### src/rtl/clz_share_arbiter.sv
// Round-robin front end that shares one leading-zero counter between NUM_REQ
// requesters through a two-stage stallable pipeline (capture, then count).
module clz_share_arbiter #(
  parameter int NUM_REQ = 4,
  parameter int W_IN    = 8,
  parameter int W_OUT   = $clog2(W_IN),
  parameter int ID_W    = $clog2(NUM_REQ)
) (
  input  logic                    clk,
  input  logic                    rst,
  input  logic [NUM_REQ-1:0]      req_valid,
  output logic [NUM_REQ-1:0]      req_ready,
  input  logic [NUM_REQ*W_IN-1:0] req_data,
  output logic                    rsp_valid,
  input  logic                    rsp_ready,
  output logic [ID_W-1:0]         rsp_id,
  output logic [W_OUT-1:0]        rsp_count,
  output logic                    rsp_zero
);

  // All-zero input yields all ones; consumers qualify the count with rsp_zero.
  function automatic logic [W_OUT-1:0] count_lead_zero(input logic [W_IN-1:0] x);
    logic [W_OUT-1:0] cnt;
    cnt = W_OUT'(W_IN - 1);
    for (int i = 0; i < W_IN; i++) begin
      if (x[i]) cnt = W_OUT'(W_IN - 1 - i);
    end
    return cnt;
  endfunction

  logic [ID_W-1:0]  ptr_q, ptr_d;
  logic             s1_valid_q, s1_valid_d;
  logic [W_IN-1:0]  s1_data_q, s1_data_d;
  logic [ID_W-1:0]  s1_id_q, s1_id_d;
  logic             rsp_valid_q, rsp_valid_d;
  logic [ID_W-1:0]  rsp_id_q, rsp_id_d;
  logic [W_OUT-1:0] rsp_count_q, rsp_count_d;
  logic             rsp_zero_q, rsp_zero_d;

  logic             out_free, s1_free, grant_vld, accept;
  logic [ID_W-1:0]  grant_id;
  logic [W_IN-1:0]  grant_data;
  logic [W_OUT-1:0] clz_count;

  // Arbitrate: first valid requester at or after ptr, wrapping.
  always_comb begin
    int              idx_i;
    logic [ID_W-1:0] idx;
    idx_i     = 0;
    idx       = '0;
    grant_vld = 1'b0;
    grant_id  = '0;
    for (int k = 0; k < NUM_REQ; k++) begin
      idx_i = (int'(ptr_q) + k) % NUM_REQ;
      idx   = ID_W'(idx_i);
      if (!grant_vld && req_valid[idx]) begin
        grant_vld = 1'b1;
        grant_id  = idx;
      end
    end
  end

  always_comb begin
    out_free   = !rsp_valid_q || rsp_ready;
    s1_free    = !s1_valid_q || out_free;
    accept     = grant_vld && s1_free && !rst;
    req_ready  = '0;
    if (accept) req_ready[grant_id] = 1'b1;
    grant_data = '0;
    for (int i = 0; i < NUM_REQ; i++) begin
      if (ID_W'(i) == grant_id) grant_data = req_data[i*W_IN +: W_IN];
    end
    clz_count  = count_lead_zero(s1_data_q);
  end

  // Stage 1 capture and stage 2 compute/register.
  always_comb begin
    ptr_d       = ptr_q;
    s1_valid_d  = s1_valid_q;
    s1_data_d   = s1_data_q;
    s1_id_d     = s1_id_q;
    rsp_valid_d = rsp_valid_q;
    rsp_id_d    = rsp_id_q;
    rsp_count_d = rsp_count_q;
    rsp_zero_d  = rsp_zero_q;
    if (accept) begin
      s1_valid_d = 1'b1;
      s1_data_d  = grant_data;
      s1_id_d    = grant_id;
      ptr_d      = (grant_id == ID_W'(NUM_REQ - 1)) ? '0 : grant_id + ID_W'(1);
    end else if (s1_free) begin
      s1_valid_d = 1'b0;
    end
    if (out_free) begin
      rsp_valid_d = s1_valid_q;
      if (s1_valid_q) begin
        rsp_count_d = clz_count;
        rsp_zero_d  = (s1_data_q == '0);
        rsp_id_d    = s1_id_q;
      end
    end
  end

  always_ff @(posedge clk or posedge rst) begin
    if (rst) begin
      ptr_q       <= '0;
      s1_valid_q  <= 1'b0;
      rsp_valid_q <= 1'b0;
      rsp_id_q    <= '0;
      rsp_count_q <= '0;
      rsp_zero_q  <= 1'b0;
    end else begin
      ptr_q       <= ptr_d;
      s1_valid_q  <= s1_valid_d;
      rsp_valid_q <= rsp_valid_d;
      rsp_id_q    <= rsp_id_d;
      rsp_count_q <= rsp_count_d;
      rsp_zero_q  <= rsp_zero_d;
    end
  end

  // Stage-1 payload is qualified by s1_valid_q, so it needs no reset.
  always_ff @(posedge clk) begin
    s1_data_q <= s1_data_d;
    s1_id_q   <= s1_id_d;
  end

  assign rsp_valid = rsp_valid_q;
  assign rsp_id    = rsp_id_q;
  assign rsp_count = rsp_count_q;
  assign rsp_zero  = rsp_zero_q;

endmodule

### config.mk
export PLATFORM = sky130hd
export DESIGN_NAME = clz_share_arbiter
export DESIGN_NICKNAME = d
export VERILOG_FILES = /design/src/rtl/clz_share_arbiter.sv
export SDC_FILE = /design/constraint.sdc
export NUM_CORES = 1
export LEC_CHECK = 0
export CORE_UTILIZATION = 33
export CTS_BUF_LIST = sky130_fd_sc_hd__clkbuf_2
export DETAILED_ROUTE_END_ITERATION = 6
export PLACE_DENSITY_LB_ADDON = 0.2
export SLEW_MARGIN = 25
export SYNTH_ARGS = -nofsm -noshare
export SYNTH_HDL_FRONTEND = slang
export SYNTH_SLANG_ARGS = --single-unit
export TNS_END_PERCENT = 20
### constraint.sdc
create_clock -name clk -period 2.1 [get_ports clk]
set_clock_uncertainty 0.2 [all_clocks]
set_input_delay 0.21 -clock clk [delete_from_list [all_inputs] [get_ports clk]]
set_output_delay 0.21 -clock clk [all_outputs]
set_load 0.1 [all_outputs]
==> results of run 1 <==
kinds of logic after synthesis:
group           share of synthesized area
buf+inv                           0.03696
flops                              0.4646
compound gates                     0.2228
mux                               0.04963
simple gates                       0.1837
fa+ha+maj                         0.04224
cell usage in the layout (no fill, tap or decap), types with 3 or more instances in the layout:
cell,count
sky130_fd_sc_hd__a21oi_1,3
sky130_fd_sc_hd__nor2_1,7
sky130_fd_sc_hd__dfrtp_1,8
sky130_fd_sc_hd__inv_1,6
sky130_fd_sc_hd__edfxtp_1,10
sky130_fd_sc_hd__buf_12,4
sky130_fd_sc_hd__clkdlybuf4s50_1,37
sky130_fd_sc_hd__a221oi_2,4
sky130_fd_sc_hd__and2_4,4
sky130_fd_sc_hd__a221oi_1,3
sky130_fd_sc_hd__buf_4,32
sky130_fd_sc_hd__mux2_2,3
sky130_fd_sc_hd__clkbuf_2,3
sky130_fd_sc_hd__nand2_1,10
sky130_fd_sc_hd__nor2b_1,10
sky130_fd_sc_hd__o31ai_1,8
report_power, final:
group / internal [mW] / switching [mW] / total [mW]
sequential: 0.575 / 0.0749 / 0.650
combinational: 0.710 / 0.874 / 1.58
clock: 0.0414 / 0.111 / 0.152
state kept, by name, summed over array words and instances (netlist names):
register    count
s1_data_q       8
rsp_count       3
ptr_q           2
rsp_id          2
s1_id_q         2
rsp_valid       1
rsp_zero        1
s1_valid_q      1
repair_timing:
item                                    CTS  global route
hold endpoints to repair                  0             0
setup buffers                             4             5
pin swaps                                 7             3
endpoints found under the setup margin   12            12
gates cloned                              0             0
hold buffers                              0             0
resized for setup                        14             6
metal layers:
metal	track usage	vias up
li1	-	577
met1	0.2103	531
met2	0.2949	43
met3	0.02899	4
met4	0.07302	0
met5	0	-
through the flow:
| step | hold slack, ns | power [mW] | std cells | setup TNS (ns) |
|---|---|---|---|---|
| 3_3_place_gp | 0.2667 | 1.964 | 222 | -4.832 |
| 6_report | 0.04459 | 2.385 | 235 | -2.409 |
| 2_1_floorplan | -0.1498 | 1.566 | 113 | 0 |
| 5_1_grt | 0.04913 | 2.544 | 235 | -3.108 |
| 3_5_place_dp | 0.2684 | 1.986 | 222 | -5.365 |
| 4_1_cts | 0.04614 | 2.283 | 230 | -1.925 |
worst max-delay path, stage by stage:
cell,delay [ns]
sky130_fd_sc_hd__clkdlybuf4s50_1,0.51
sky130_fd_sc_hd__inv_1,0.07
sky130_fd_sc_hd__o221a_2,0.30
sky130_fd_sc_hd__o22a_1,0.22
sky130_fd_sc_hd__ha_2,0.20
sky130_fd_sc_hd__buf_6,0.11
sky130_fd_sc_hd__buf_4,0.16
sky130_fd_sc_hd__a221oi_1,0.32
sky130_fd_sc_hd__o31ai_1,0.12
final timing paths:
check	cells after the start	startpoint	slack (ns)	end
min	2	rst	0.04	rsp_count[0]$_DFFE_PP0P_
max in group asynchronous	2	rst	1.36	rsp_valid$_DFFE_PP0P_
min in group clk	1	s1_id_q[1]$_DFFE_PP_	0.31	rsp_id[1]$_DFFE_PP0P_
max	9	req_valid[2]	-0.25	s1_data_q[1]$_DFFE_PP_
max reg2reg	7	ptr_q[0]$_DFFE_PP0P_	-0.22	s1_data_q[1]$_DFFE_PP_
min reg2reg	1	s1_id_q[1]$_DFFE_PP_	0.31	rsp_id[1]$_DFFE_PP0P_
final cells by class:
type / count / area (um2)
clock buffers: 3 / 15.01
clock inverters: 1 / 3.754
fillers: 294 / 1309
inverters: 7 / 33.78
multi-input cells: 82 / 693.2
flip-flops and latches: 20 / 555.5
well taps: 46 / 57.56
repair buffers: 76 / 721.9
==> impl_metrics.ini, run 1 <==
[run_status]
failing_checks = setup timing
outcome = finished, violations left

[yosys]
synth_top_cell_area_share = 0.2534
synth_ff_type = sky130_fd_sc_hd__edfxtp_1
synth_enable_flop_cells = 10
asyncSetResetFlopFracSynth = 0.5000
synth_area_leader_cell = sky130_fd_sc_hd__edfxtp_1
synth.lib_cells_used.distinct = 35
ys_top_cells_by_count = 11 x sky130_fd_sc_hd__nor2b_1, 10 x sky130_fd_sc_hd__dfrtp_1, 10 x sky130_fd_sc_hd__edfxtp_1, 10 x sky130_fd_sc_hd__nand2_1, 8 x sky130_fd_sc_hd__o31ai_1
syn-num-nets = 156
postSynthCellCount = 113
synth.most_common_cell = sky130_fd_sc_hd__nor2b_1
syn-mean-instance-area_um2 = 10.49
seq_area_frac_synth = 0.4646
ys_warn_count = 0
syn-cell-area_mm2 = 0.001185
post_synth_main_area_contributors = sky130_fd_sc_hd__edfxtp_1 25%, sky130_fd_sc_hd__dfrtp_1 21%, sky130_fd_sc_hd__nor2b_1 5.8%
synth.ff_latch_count = 20

[clocking]
cts_tree = yes
cts_max_level = 1
reg_clk_slew_reported_paths_ns = 0.18
clock_sinks = 20
cts_inserted_buffers = 3
root_buffer = sky130_fd_sc_hd__clkbuf_2
cts_buffer_depth = 2
clock_latency_on_the_worst_skew_pair_ns = 0.30

[sta]
setup_violation_total_in_the_final_timing_report = 12
max-slew-margin-rel = 0.7517
layout_setup_ws_ns = -0.2490
grt_setup_unrepaired = true
slew_viol_final = 0
timing.fmax_mhz = 425.7
layout_worst_path_cycle_share = 1.119
worstMarginPinSlew_ns = 0.3721
final.min_clock_period_ns = 2.349
timing.final.hold_violations = 0

[critical_path]
setup.worst_path.end_class = flip-flop
worst-endpoint-required_ns = 1.98
crit_type = primary input to flip-flop
path_max_fanout = 9
setup.worst_path.start_class = primary input
timing.critical_path.arrival_ns = 2.22

[route]
detailed_route_via_count = 1155
met2WireLength_um = 1638
first_pass_iters = 4
detail_route.wl_per_cell_um = 13.21
drt_iter0_markers = 42
routedLengthMet1_um = 1309
maxUsedRoutingLayer = met4
met3_wirelength_um = 113
vias_per_cell = 4.915
finalWirelength_um = 3105
drt.antenna.violating_nets = 0
drcViolationCount = 0

[worst_hold_path]
hold_path.class = primary input to async pin

[global_route]
maximum_number_of_pins_on_one_net_before_global_route_repair = 18
vias_in_the_first_global_route = 1087
antenna_violations_before_repair = 0
grt_total_usage = 0.1709
grt_first_pass_wirelength_um = 4705
grt_overflow = 0

[job]
max-cap-violations = 0

[die]
fp.dieH_um = 61.92
io_pins = 50
fp.coreArea_mm2 = 0.003390
rows = 21
dieArea_mm2 = 0.003834
start_util = 0.3496
fp.dieW_um = 61.92

[final_layout]
area_growth_pct = 75.61
layout-drive-gt1-share = 0.3704
antennaDiodeCount = 0
final_core_utilization = 0.6139
finish.net_count = 233
design_area_mm2 = 0.002081

[placement]
dp_hpwl_um = 2288
dp_worst_setup_slack_ns = -0.5169
final_gp_congestion = 0.7370
post_dp_cell_area_mm2 = 0.001899
buffer_ports.inserted = 49

[pwr]
power.density_cell_area_mw_per_mm2 = 1146
vdd_drop_max_mv = 0.5891
leakage_nw = 0.8596
Power figures use the tool's default switching activity.
==> run 2: changes to the inputs <==
- clock period: 2.1 -> 3 ns (I/O delays scaled with it)
==> run 2 against run 1 <==
Net effect: the flow now finishes without violations; cell count is 9.4% lower; combinational power down 47%; flip-flop and latch count did not move; largest power group unchanged; critical endpoint is now req_ready[2]; wire length is 13% lower.
==> impl_metrics.ini, run 2 (synthesis results as in run 1) <==
[run_status]
outcome = finished clean

[route]
drcViolationCount = 0
vias_per_cell = 4.911
drt_iter0_markers = 51
drt.antenna.violating_nets = 0
first_pass_iters = 4
finalWirelength_um = 2712
detail_route.wl_per_cell_um = 12.73
detailed_route_via_count = 1046

[final_layout]
layout_commonest_cell = sky130_fd_sc_hd__clkdlybuf4s50_1
flip_flop_count_of_the_largest_register_all_copies_and_words_added = 8
top_register_by_number_of_flip_flops = s1_data_q
antennaDiodeCount = 0
finish.net_count = 211
layout-drive-gt1-share = 0.1796
area_growth_pct = 51.85
mostFrequentLayoutCells = 38 x sky130_fd_sc_hd__clkdlybuf4s50_1, 12 x sky130_fd_sc_hd__buf_4, 11 x sky130_fd_sc_hd__nor2b_1

[global_route]
grt_met3_usage = 0.01449
grt_overflow = 0
use_met1 = 0.1959
global_route.peak_usage_layer = met2
maximum_number_of_pins_on_one_net_before_global_route_repair = 18
antenna_violations_before_repair = 0
grt_util_met2 = 0.2704
grt_total_usage = 0.1525
grt_first_pass_wirelength_um = 4353
vias_in_the_first_global_route = 991

[job]
max-cap-violations = 0

[critical_path]
regToRegStartpoint = ptr_q[1]$_DFFE_PP0P_
path_max_fanout = 17
crit_type = primary input to output port
setup.worst_path.start_class = primary input
worst-endpoint-required_ns = 2.50
setup.worst_path.end_class = output port
timing.critical_path.cells = clkdlybuf4s50_1 > inv_1 > o221a_2 > o22ai_1 > ha_2 > and2_1 > buf_12
critical_path.slowest_cell = sky130_fd_sc_hd__clkdlybuf4s50_1
timing.critical_path.arrival_ns = 2.26
crit_path_start = req_valid[0]
timing.critical_path.slowest_cell_delay_ns = 0.54

[pwr]
power.density_cell_area_mw_per_mm2 = 782.8
leakage_nw = 0.7228
vdd_drop_max_mv = 0.3048
design_power_total_mw = 1.408

[clocking]
cts_inserted_buffers = 3
clock_sinks = 20
post_cts_buffers = 0
cts_buffer_depth = 2
clock_latency_on_the_worst_skew_pair_ns = 0.30
cts_max_level = 1
reg_clk_slew_reported_paths_ns = 0.18
cts_repair_resize_count = 0
cts_hold_buf = 0
cts_tree = yes
root_buffer = sky130_fd_sc_hd__clkbuf_2

[sta]
final.min_clock_period_ns = 2.763
worstMarginPinSlew_ns = 0.4690
layout_worst_path_cycle_share = 0.9210
slew_viol_final = 0
timing.final.hold_violations = 0
max-slew-margin-rel = 0.6867
timing.fmax_mhz = 361.9
setup_violation_total_in_the_final_timing_report = 0
fin_setup_tns_ns = 0
worst_hold_margin_ns = 0.1415
grt_setup_unrepaired = false

[die]
fp.dieW_um = 61.92
fp.dieH_um = 61.92
io_pins = 50
rows = 21
start_util = 0.3496
dieArea_mm2 = 0.003834
fp.coreArea_mm2 = 0.003390

[placement]
dp_hpwl_um = 2270
final_gp_congestion = 0.7377
buffer_ports.inserted = 49

[worst_hold_path]
hold_path.class = primary input to async pin
## run 2: critical path: cells and delay by family
| kind | cells | cell delay [ns] |
|---|---|---|
| buf+inv | 3 | 0.78 |
| compound gates | 2 | 0.55 |
| fa+ha+maj | 1 | 0.39 |
| simple gates | 1 | 0.22 |
## run 2: power breakdown
group          switching, mW  internal [mW]
Combinational          0.516          0.328
Sequential            0.0576          0.400
Clock                 0.0773         0.0290
## run 2: routing by layer
metal	vias to the layer above	part of all wire
met5	-	0
met4	0	0.010
met3	2	0.040
met2	35	0.48
met1	479	0.47
li1	530	-
## run 2: final timing paths
| check | end | slack, ns | cells past startpoint |
|---|---|---|---|
| worst min-delay path | rsp_count[2]$_DFFE_PP0P_ | 0.14 | 2 |
| min in group clk | rsp_id[0]$_DFFE_PP0P_ | 0.31 | 1 |
| max in group asynchronous | rsp_id[0]$_DFFE_PP0P_ | 2.19 | 2 |
| worst max-delay path | req_ready[2] | 0.24 | 7 |
| worst max register to register | s1_data_q[6]$_DFFE_PP_ | 0.54 | 7 |
| worst min register to register | rsp_id[0]$_DFFE_PP0P_ | 0.31 | 1 |
## run 2: cell type report
type                    instances  area [um2]
flip-flops and latches         20       550.5
inverters                       7       28.78
repair buffers                 54       550.5
clock buffers                   3       15.01
multi-input cells              82       593.1
fillers                       307        1590
well taps                      46       57.56
clock inverters                 1       3.754
## run 2: per-stage QoR
stage               instances  setup slack [ns]  utilization  area (um2)
global route              213            0.1029       0.5308        1799
CTS                       213            0.1166       0.5301        1797
detailed placement        209           0.06138       0.5245        1778
finish                    213            0.2370       0.5308        1799
global placement          209            0.2007       0.5245        1778
floorplan                 113           0.09882            -        1185
==> run 3: changes to the inputs <==
- SKIP_LAST_GASP: default -> 1
==> results of run 3 <==
Same layout as run 2: the final DEF is identical, and so are final timing and power.
